## src/rtl/axis_stream_fifo.sv

```systemverilog
// AXI-Stream FIFO with first-word-fall-through output, occupancy count and almost-full flag.
// All handshake status outputs are registered, so in_ready never depends on out_ready.
module axis_stream_fifo #(
  parameter int DATAW        = 32,
  parameter int DEPTH        = 4,
  parameter int AFULL_THRESH = DEPTH - 1
) (
  input  logic                       clk,
  input  logic                       rst,
  input  logic                       in_valid,
  input  logic [DATAW-1:0]           in_data,
  input  logic                       in_last,
  output logic                       in_ready,
  output logic                       out_valid,
  output logic [DATAW-1:0]           out_data,
  output logic                       out_last,
  input  logic                       out_ready,
  output logic [$clog2(DEPTH+1)-1:0] count,
  output logic                       almost_full
);

  localparam int CW = $clog2(DEPTH + 1);
  localparam int PW = $clog2(DEPTH);
  localparam logic [CW-1:0] DEPTH_C = CW'(DEPTH);
  localparam logic [CW-1:0] AFULL_C = CW'(AFULL_THRESH);

  typedef struct packed {
    logic             last;
    logic [DATAW-1:0] data;
  } beat_t;

  beat_t         r_mem [DEPTH];
  logic [PW-1:0] r_wr_ptr, r_rd_ptr;
  logic [CW-1:0] r_count;
  logic          r_in_ready, r_out_valid, r_afull;

  logic          w_push, w_pop;
  logic [CW-1:0] w_cnt_nxt;
  beat_t         w_rd_beat;

  assign w_push = in_valid && r_in_ready;
  assign w_pop  = r_out_valid && out_ready;

  always_comb begin
    w_cnt_nxt = r_count;
    if (w_push && !w_pop)      w_cnt_nxt = r_count + CW'(1);
    else if (!w_push && w_pop) w_cnt_nxt = r_count - CW'(1);
  end

  // Status flags are precomputed from the next count so they stay pure registers.
  always_ff @(posedge clk) begin
    if (rst) begin
      r_wr_ptr    <= '0;
      r_rd_ptr    <= '0;
      r_count     <= '0;
      r_in_ready  <= 1'b0;
      r_out_valid <= 1'b0;
      r_afull     <= 1'b0;
    end else begin
      if (w_push) r_wr_ptr <= r_wr_ptr + PW'(1);
      if (w_pop)  r_rd_ptr <= r_rd_ptr + PW'(1);
      r_count     <= w_cnt_nxt;
      r_in_ready  <= (w_cnt_nxt != DEPTH_C);
      r_out_valid <= (w_cnt_nxt != '0);
      r_afull     <= (w_cnt_nxt >= AFULL_C);
    end
  end

  always_ff @(posedge clk) begin
    if (!rst && w_push) r_mem[r_wr_ptr] <= '{last: in_last, data: in_data};
  end

  assign w_rd_beat   = r_mem[r_rd_ptr];
  assign out_data    = w_rd_beat.data;
  assign out_last    = w_rd_beat.last;
  assign in_ready    = r_in_ready;
  assign out_valid   = r_out_valid;
  assign count       = r_count;
  assign almost_full = r_afull;

  a_count_bound: assert property (@(posedge clk) disable iff (rst) r_count <= DEPTH_C);
  a_no_underflow: assert property (@(posedge clk) disable iff (rst) !(w_pop && r_count == '0));

endmodule

```

## config.mk

```make
export PLATFORM = sky130hd
export DESIGN_NAME = axis_stream_fifo
export DESIGN_NICKNAME = d
export VERILOG_FILES = /design/src/rtl/axis_stream_fifo.sv
export SDC_FILE = /design/constraint.sdc
export NUM_CORES = 1
export LEC_CHECK = 0
export ABC_AREA = 1
export CORE_ASPECT_RATIO = 0.8
export CORE_UTILIZATION = 45
export DETAILED_ROUTE_END_ITERATION = 12
export HOLD_SLACK_MARGIN = 0.1
export PLACE_DENSITY = 0.77
export SETUP_SLACK_MARGIN = 0.2
export SYNTH_ARGS = -nofsm -noshare
export SYNTH_HDL_FRONTEND = slang
export SYNTH_SLANG_ARGS = --single-unit
```

## constraint.sdc

```tcl
create_clock -name clk -period 8.06 [get_ports clk]
set_input_delay 1.209 -clock clk [delete_from_list [all_inputs] [get_ports clk]]
set_output_delay 1.209 -clock clk [all_outputs]
set_load 0.005 [all_outputs]
```

==> flow_summary_export.csv, run 1 <==
group,metric,value,unit
cells_and_area,finalNonFillerCells,643,
worst_setup_path,worstPathMaxFanout,67,
timing,min_period,4.15,ns
clock_tree,clk_pin_slew,0.05,ns
worst_setup_path,critPathKind,"flip-flop to output pin",
synthesis,synth_nets,450,
drt,drt-pass1-iter-count,7,
flow_run,drv_cap,0,
hold_path,holdPathEnd,"r_rd_ptr[0]",
grt,grt_pass1_vias,3370,
timing,tightestPinTransition,1.08,ns
synthesis,synth_top_family_by_area,"compound AO/OA/AOI/OAI gates",
synthesis,synth_xor_area_share,0.314,%
worst_setup_path,cpPeakStageDelay,0.87,ns
hold_path,holdCritStartpoint,"r_rd_ptr[0]",
floorplan,fp.dieW,126,µm
clock_tree,cts_buffer_depth,2,
floorplan,dieArea,12900,µm²
cells_and_area,multi_input_area,1170,µm²
timing,hold_viol,0,
cells_and_area,nets,526,
worst_setup_path,r2r_end,"r_mem[1][9]",
drt,via_per_inst,5.25,
worst_setup_path,cp_data_arrival_time,2.94,ns
synthesis,async_flop_share,0,%
placed_design,place.gp.congestion,0.748,
drt,wirelength,11000,µm
timing,rsz0062_at_grt,"no",
clock_tree,postCtsSetupBuffers,0,
synthesis,syn_avg_cell_area,13.7,µm²
pwr,ir_drop,246,µV
hold_path,hold_class,"flip-flop to flip-flop",
floorplan,io_pins,76,
synthesis,synth_adder_area_share,1.35,%
clock_tree,clkLatencyLatePin,0.40,ns
drt,drc,0,
pwr,leakage,2.40,nW
timing,finalCritPeriodShare,51.4,%
drt,wl_per_cell,17.1,µm
timing,max_slew_margin,28.0,%
grt,antenna_found_initial,0,
synthesis,synth_cells,407,
synthesis,synth_enable_flop_cells,132,
hold_path,hold-path-cell-count,1,
timing,fin_tns_setup,0,ns
floorplan,start_util,47.4,%
synthesis,ys_ff_latch,144,
synthesis,synth_area,5580,µm²
pwr,p_per_area,293,nW/µm²
clock_tree,htree_levels,4,
worst_setup_path,reg2reg_from,"in_ready",
drt,drtIter0Drc,382,
clock_tree,cts_sinks,144,
timing,max_freq,241,MHz
cells_and_area,drive_gt1_share,9.09,%
worst_setup_path,end_kind,"output pin",
placed_design,port_buffers,75,
cells_and_area,fillers,924,
cells_and_area,area_delta_synth_final,24.6,%
grt,grt_max_degree,68,
grt,grt-ovfl-total,0,
synthesis,synthFlopType,"edfxtp_1",
worst_setup_path,required,6.85,ns
placed_design,dp_hpwl,6060,µm
floorplan,rows,35,
clock_tree,cts_hold_buffers,0,
worst_setup_path,cp-start-kind,"flip-flop",
worst_setup_path,critPathSlowestCell,"inv_2",
pwr,finalPower,2.03,mW
timing,finalMaxSlewViolations,0,
clock_tree,root_buffer,"clkbuf_16",
placed_design,dp.cells,612,
clock_tree,cts_resized,0,
worst_setup_path,rrSetupSlack,5.96,ns
worst_setup_path,reg2reg_depth,4,
synthesis,yosys-mux-area-fraction,0,%
grt,track_usage,18.5,%
synthesis,synth_cell_types,25,
floorplan,core,11800,µm²
clock_tree,cts_tree,"built",
worst_setup_path,crit_path_cell_trace,"buf_4 > inv_2 > nor2_1 > o22ai_1 > clkdlybuf4s50_1",
drt,vias,3376,
synthesis,ys_seq_area_share,75.4,%
synthesis,synth_compound_area_share,10.4,%
outcome,status,"finished clean",
cells_and_area,seqCellArea,4210,µm²
drt,ant_nets,0,
cells_and_area,diodes,0,
synthesis,synthSimpleGateAreaFrac,8.43,%
timing,finalSetupViolCount,0,
clock_tree,cts_buffers,17,
synthesis,ys.warnings.count,0,
timing,finClkSkew,0.00559,ns
grt,grt_pass1_wl,17300,µm
floorplan,die_h,102,µm
==> registers in the layout, indices dropped and copies added, names as in the netlist, named ones only <==
signal	count
out_valid	1
r_wr_ptr	2
almost_full	1
r_rd_ptr	2
count	3
in_ready	1
r_mem	132
==> cells in the mapped netlist (2+ instances only) <==
cell type,count,area (µm²)
buf_6,7,78.8
edfxtp_1,132,3960
nand3_1,11,55.1
nand2_2,5,31.3
xor2_1,2,17.5
a21oi_1,4,20.0
ha_1,6,75.1
nand2_1,15,56.3
nand2_4,4,45.0
inv_1,16,60.1
buf_2,6,30.0
clkbuf_2,2,10.0
buf_4,3,22.5
nor2_1,71,267
clkbuf_1,2,7.51
dfxtp_1,12,240
o21ai_0,29,145
o22ai_1,33,206
inv_2,2,7.51
o21ai_1,40,200
==> through the flow <==
step	util, %	hold WS [ns]	worst slack (ns)	instance area (µm²)
final	59.0	0.482	3.91	6950
after global routing	59.0	0.505	3.69	6950
after floorplan	-	0.444	4.71	5580
after global placement	54.4	0.456	4.44	6410
after detailed placement	54.4	0.468	4.36	6410
after CTS	59.0	0.478	3.92	6950
==> logic make-up after synthesis <==
| logic type | Yosys count |
|---|---|
| AND/OR/NAND/NOR | 108 |
| XOR/XNOR | 2 |
| AO/OA/AOI/OAI | 107 |
| buffers and inverters | 40 |
| flip-flops | 144 |
| adder cells (fa/ha/maj) | 6 |
==> metal layers <==
metal	part of all wire [%]	vias up	global-route usage [%]
met5	0	-	0
li1	-	1640	-
met3	5.1	4	6.76
met4	0.52	0	4.63
met1	44	1638	22.9
met2	51	94	31.3
==> area by class of cell <==
cell class,count,share of cell area (%)
well taps,148,2.66
inverters,20,1.19
repair buffers,77,11.0
multi-input cells,223,16.9
clock inverters,9,1.33
clock buffers,22,6.39
flip-flops and latches,144,60.5
==> critical path: cells and delay by family, from the launching register on <==
kind            cells  cell delay, ns
simple gates        1            0.11
flops               1            0.30
buf+inv             3            1.76
compound gates      1            0.32
==> report_power, final <==
part           total (mW)  internal (mW)  leakage [nW]  switching [mW]
logic               0.423          0.193         0.847           0.231
clock network       0.715          0.448         0.258           0.267
registers           0.895          0.873          1.29          0.0222
total                2.03           1.51          2.40           0.520
==> how the worst max path moves through the flow <==
stage | cells after the start | start | to | slack [ns]
floorplan | 3 | rst | r_mem[0][0] | 4.71
global placement | 5 | flip-flop | out_data[8] | 4.44
detailed placement | 5 | flip-flop | out_data[27] | 4.36
CTS | 5 | flip-flop | out_data[27] | 3.92
global route | 5 | flip-flop | out_data[27] | 3.69
finish | 5 | flip-flop | out_data[4] | 3.91
==> layout by cell type (no fill, tap or decap), types with 4 or more instances in the layout <==
cell | synthesis | layout
edfxtp_1 | 132 | 132
clkdlybuf4s50_1 | 0 | 75
nor2_1 | 71 | 67
o21ai_1 | 40 | 40
o22ai_1 | 33 | 33
o21ai_0 | 29 | 29
clkbuf_16 | 0 | 17
inv_1 | 16 | 16
nand2_1 | 15 | 15
nand3_1 | 11 | 11
dfxtp_1 | 12 | 11
ha_1 | 6 | 6
nand2_2 | 5 | 5
clkbuf_1 | 2 | 5
nand2_4 | 4 | 4
nor2_4 | 0 | 4
a21oi_1 | 4 | 4
clkinv_1 | 0 | 4
(Power assumes the default switching activity.)
==> inputs of run 2 (changes only) <==
- clock period: 8.06 -> 4.3 ns (I/O delays scaled with it)
==> flow_summary_export.csv, run 2 (synthesis gave the netlist of run 1 again) <==
group,metric,value,unit
grt,grt_max_degree,67,
timing,finalCritPeriodShare,77.8,%
cells_and_area,drive_gt1_share,10.1,%
placed_design,place.gp.congestion,0.858,
timing,setup_ws,0.953,ns
timing,rsz0062_at_grt,"no",
worst_setup_path,cp_data_arrival_time,2.70,ns
clock_tree,clkLatencyLatePin,0.41,ns
floorplan,io_pins,76,
clock_tree,root_buffer,"clkbuf_16",
clock_tree,postCtsSetupBuffers,0,
flow_run,drv_cap,0,
cells_and_area,nets,526,
hold_path,hold_class,"flip-flop to flip-flop",
cells_and_area,area_delta_synth_final,25.7,%
drt,wirelength,11300,µm
grt,grt_pass1_wl,17600,µm
drt,drt-pass1-iter-count,4,
timing,hold_viol,0,
drt,drc,0,
grt,antenna_found_initial,0,
worst_setup_path,end_kind,"output pin",
timing,finalSetupViolCount,0,
clock_tree,cts_buffers,17,
clock_tree,htree_levels,4,
cells_and_area,layout_commonest_cell,"edfxtp_1",
cells_and_area,diodes,0,
clock_tree,cts_tree,"built",
pwr,p_per_area,565,nW/µm²
grt,grt_pass1_vias,3375,
timing,fin_tns_setup,0,ns
cells_and_area,final_util,59.5,%
cells_and_area,largest_reg_flops,132,
floorplan,start_util,47.4,%
cells_and_area,largest-register,"r_mem",
floorplan,rows,35,
worst_setup_path,cp-start-kind,"flip-flop",
cells_and_area,final_cell_mix,"edfxtp_1 (132), clkdlybuf4s50_1 (75), nor2_1 (67)",
floorplan,fp.dieW,126,µm
timing,tightestPinTransition,1.10,ns
outcome,status,"finished clean",
drt,drtIter0Drc,269,
floorplan,core,11800,µm²
worst_setup_path,critPathKind,"flip-flop to output pin",
clock_tree,cts_buffer_depth,2,
clock_tree,cts_resized,0,
clock_tree,cts_hold_buffers,0,
worst_setup_path,required,3.65,ns
timing,min_period,3.35,ns
drt,wl_per_cell,17.6,µm
timing,finalMaxSlewViolations,0,
placed_design,post_dp_cell_area,6410,µm²
pwr,leakage,2.43,nW
worst_setup_path,worstPathMaxFanout,33,
drt,vias,3448,
floorplan,dieArea,12900,µm²
timing,max_slew_margin,26.7,%
drt,ant_nets,0,
placed_design,preCtsSetupSlack,1.32,ns
grt,grt-ovfl-total,0,
drt,via_per_inst,5.35,
cells_and_area,final_area,7010,µm²
timing,finClkSkew,0.00514,ns
pwr,ir_drop,331,µV
timing,max_freq,299,MHz
floorplan,die_h,102,µm
grt,track_usage,18.6,%
placed_design,port_buffers,75,
clock_tree,clk_pin_slew,0.06,ns
placed_design,dp_hpwl,6420,µm
clock_tree,cts_sinks,144,
pwr,finalPower,3.96,mW
## run 2: area by class of cell
class                   instances  area [µm²]
clock buffers                  19         433
clock inverters                13         169
fillers                       894        4770
inverters                      20        82.6
multi-input cells             223        1170
flip-flops and latches        144        4210
well taps                     148         185
repair buffers                 77         766
## run 2: path summary, 6_finish.rpt
path               startpoint           end  slack, ns  cells past startpoint
setup / recovery    flip-flop  out_data[28]       0.95                      5
hold / removal    r_rd_ptr[0]     flip-flop       0.50                      1
setup reg to reg     in_ready   r_mem[1][4]       2.19                      4
hold reg to reg   r_rd_ptr[0]     flip-flop       0.50                      1
## run 2: critical path: stages (launching register included)
cell and delay [ns]:
dfxtp_1 0.47, buf_4 0.30, inv_2 0.47, o21ai_0 0.21
o22ai_1 0.26, clkdlybuf4s50_1 0.56
## run 2: report_power, final
group          total [mW]  leakage, nW  internal [mW]  switching (mW)
combinational       0.793        0.847          0.362           0.431
sequential           1.68         1.29           1.64          0.0457
clock                1.49        0.285          0.960           0.527
## run 2: routing by layer
layer,track usage [%],wire length [µm],up-vias
met2,29.7,5430,118
met5,0,0,-
met3,5.28,620,12
met1,24.6,5160,1675
met4,6.39,114,0
li1,-,-,1643
## run 2: through the flow
step / hold slack, ns / std cells
final: 0.500 / 644
after global routing: 0.512 / 644
after CTS: 0.491 / 644
after detailed placement: 0.481 / 612
after global placement: 0.458 / 612
after floorplan: 0.444 / 407
==> inputs of run 3 (changes only) <==
- clock period: 4.3 -> 3.4 ns (I/O delays scaled with it)
==> flow_summary_export.csv, run 3 (synthesis gave the netlist of run 1 again) <==
group,metric,value,unit
floorplan,start_util,47.4,%
timing,max_slew_margin,58.4,%
pwr,pwr-share-clk,36.8,%
clock_tree,clk_pin_slew,0.06,ns
timing,finalCritPeriodShare,86.6,%
floorplan,die_h,102,µm
grt,antenna_found_initial,0,
clock_tree,cts_tree,"built",
drt,routed.top_layer,"met4",
pwr,finalPower,4.97,mW
floorplan,core,11800,µm²
cells_and_area,finalNonFillerCells,650,
clock_tree,cts_buffer_depth,2,
clock_tree,htree_levels,4,
cells_and_area,fillers,875,
drt,wl_per_cell,17.4,µm
timing,tightestPinTransition,0.623,ns
cells_and_area,largest-register,"r_mem",
timing,finalMaxSlewViolations,0,
cells_and_area,layout_commonest_cell,"edfxtp_1",
pwr,p_sw_share,27.9,%
floorplan,fp.dieW,126,µm
cells_and_area,diodes,0,
floorplan,dieArea,12900,µm²
clock_tree,cts_hold_buffers,0,
grt,grt-ovfl-total,0,
grt,grt_pass1_vias,3547,
cells_and_area,largest_reg_flops,132,
grt,grt_max_degree,43,
outcome,status,"finished clean",
drt,drtIter0Drc,242,
worst_setup_path,critPathSlowestCell,"dfxtp_2",
cells_and_area,area_delta_synth_final,26.9,%
pwr,ir_drop,396,µV
clock_tree,cts_sinks,144,
drt,via_per_inst,5.35,
timing,rsz0062_at_grt,"no",
grt,track_usage,19.0,%
drt,drc,0,
cells_and_area,drive_gt1_share,12.2,%
placed_design,place.gp.congestion,0.783,
hold_path,hold_class,"flip-flop to flip-flop",
cells_and_area,nets,532,
worst_setup_path,required,2.89,ns
drt,met2_length,5520,µm
clock_tree,clkLatencyLatePin,0.42,ns
worst_setup_path,cp-start-kind,"flip-flop",
worst_setup_path,path_delay_family,"buffers and inverters",
drt,dr_wl_met3,733,µm
drt,wirelength,11300,µm
drt,wl_met1,4960,µm
timing,hold_viol,0,
placed_design,port_buffers,75,
drt,drt-pass1-iter-count,5,
timing,finClkSkew,0.0107,ns
worst_setup_path,cpPeakStageDelay,0.67,ns
timing,fin_tns_setup,0,ns
cells_and_area,final_util,60.1,%
worst_setup_path,worstPathMaxFanout,42,
grt,grt_pass1_wl,17900,µm
timing,max_freq,340,MHz
drt,ant_nets,0,
clock_tree,cts_buffers,17,
placed_design,dp.cells,618,
pwr,p_per_area,702,nW/µm²
clock_tree,root_buffer,"clkbuf_16",
clock_tree,postCtsSetupBuffers,0,
timing,min_period,2.94,ns
pwr,power_switching,1.39,mW
cells_and_area,final_cell_mix,"edfxtp_1 (132), clkdlybuf4s50_1 (75), nor2_1 (67)",
pwr,leakage,2.47,nW
drt,vias,3476,
pwr,combinationalPowerShare,20.0,%
worst_setup_path,critPathKind,"flip-flop to output pin",
flow_run,drv_cap,0,
worst_setup_path,cp.buffers_inverters,2,
timing,finalSetupViolCount,0,
worst_setup_path,cp_data_arrival_time,2.43,ns
worst_setup_path,crit_path_cell_trace,"buf_6 > o21ai_0 > o22ai_1 > clkdlybuf4s50_1",
pwr,pwr-share-seq,43.2,%
pwr,internal-power,3.58,mW
placed_design,dp_hpwl,6890,µm
timing,whs,0.508,ns
floorplan,io_pins,76,
worst_setup_path,end_kind,"output pin",
floorplan,rows,35,
-- run 3: repair_timing --
item                                    4_1_cts  5_1_grt
hold endpoints to repair                      0        0
endpoints found under the setup margin        0        5
gates resized for setup                       0        3
-- run 3: path summary, 6_finish.rpt --
check,startpoint,to,slack [ns],cells after the start
worst min register to register,r_rd_ptr[0],r_rd_ptr[0],0.51,1
worst max register to register,in_ready,r_mem[3][27],1.56,5
worst max-delay path,flip-flop,out_data[28],0.46,4
worst min-delay path,r_rd_ptr[0],r_rd_ptr[0],0.51,1
-- run 3: power by group through the flow --
| stage | sequential [mW] | combinational (mW) | clock (mW) |
|---|---|---|---|
| detailed placement | 2.18 | 0.995 | 0 |
| global route | 2.16 | 1.09 | 1.94 |
| finish | 2.15 | 0.992 | 1.83 |
| CTS | 2.15 | 1.00 | 1.86 |
| global placement | 2.18 | 0.971 | 0 |
| floorplan | 2.16 | 0.553 | 0 |
-- run 3: routing by layer --
metal	vias to the layer above	GRT usage, %
met1	1679	23.3
met4	0	8.53
li1	1663	-
met3	6	5.34
met5	-	0
met2	128	31.9
-- run 3: final cells by class --
type	count	area, µm²	share of cell area, %
inverter	20	85.1	1.20
timing repair buffer	83	840	11.9
clock inverter	15	164	2.32
clock buffer	17	425	6.01
tap	148	185	2.62
sequential	144	4210	59.4
multi-input combinational	223	1170	16.6
-- run 3: metrics by stage --
stage               setup WS [ns]  instance area [µm²]
floorplan                   0.745                 5580
global placement            0.818                 6480
detailed placement          0.765                 6480
CTS                         0.306                 7070
global route                0.261                 7080
finish                      0.457                 7080
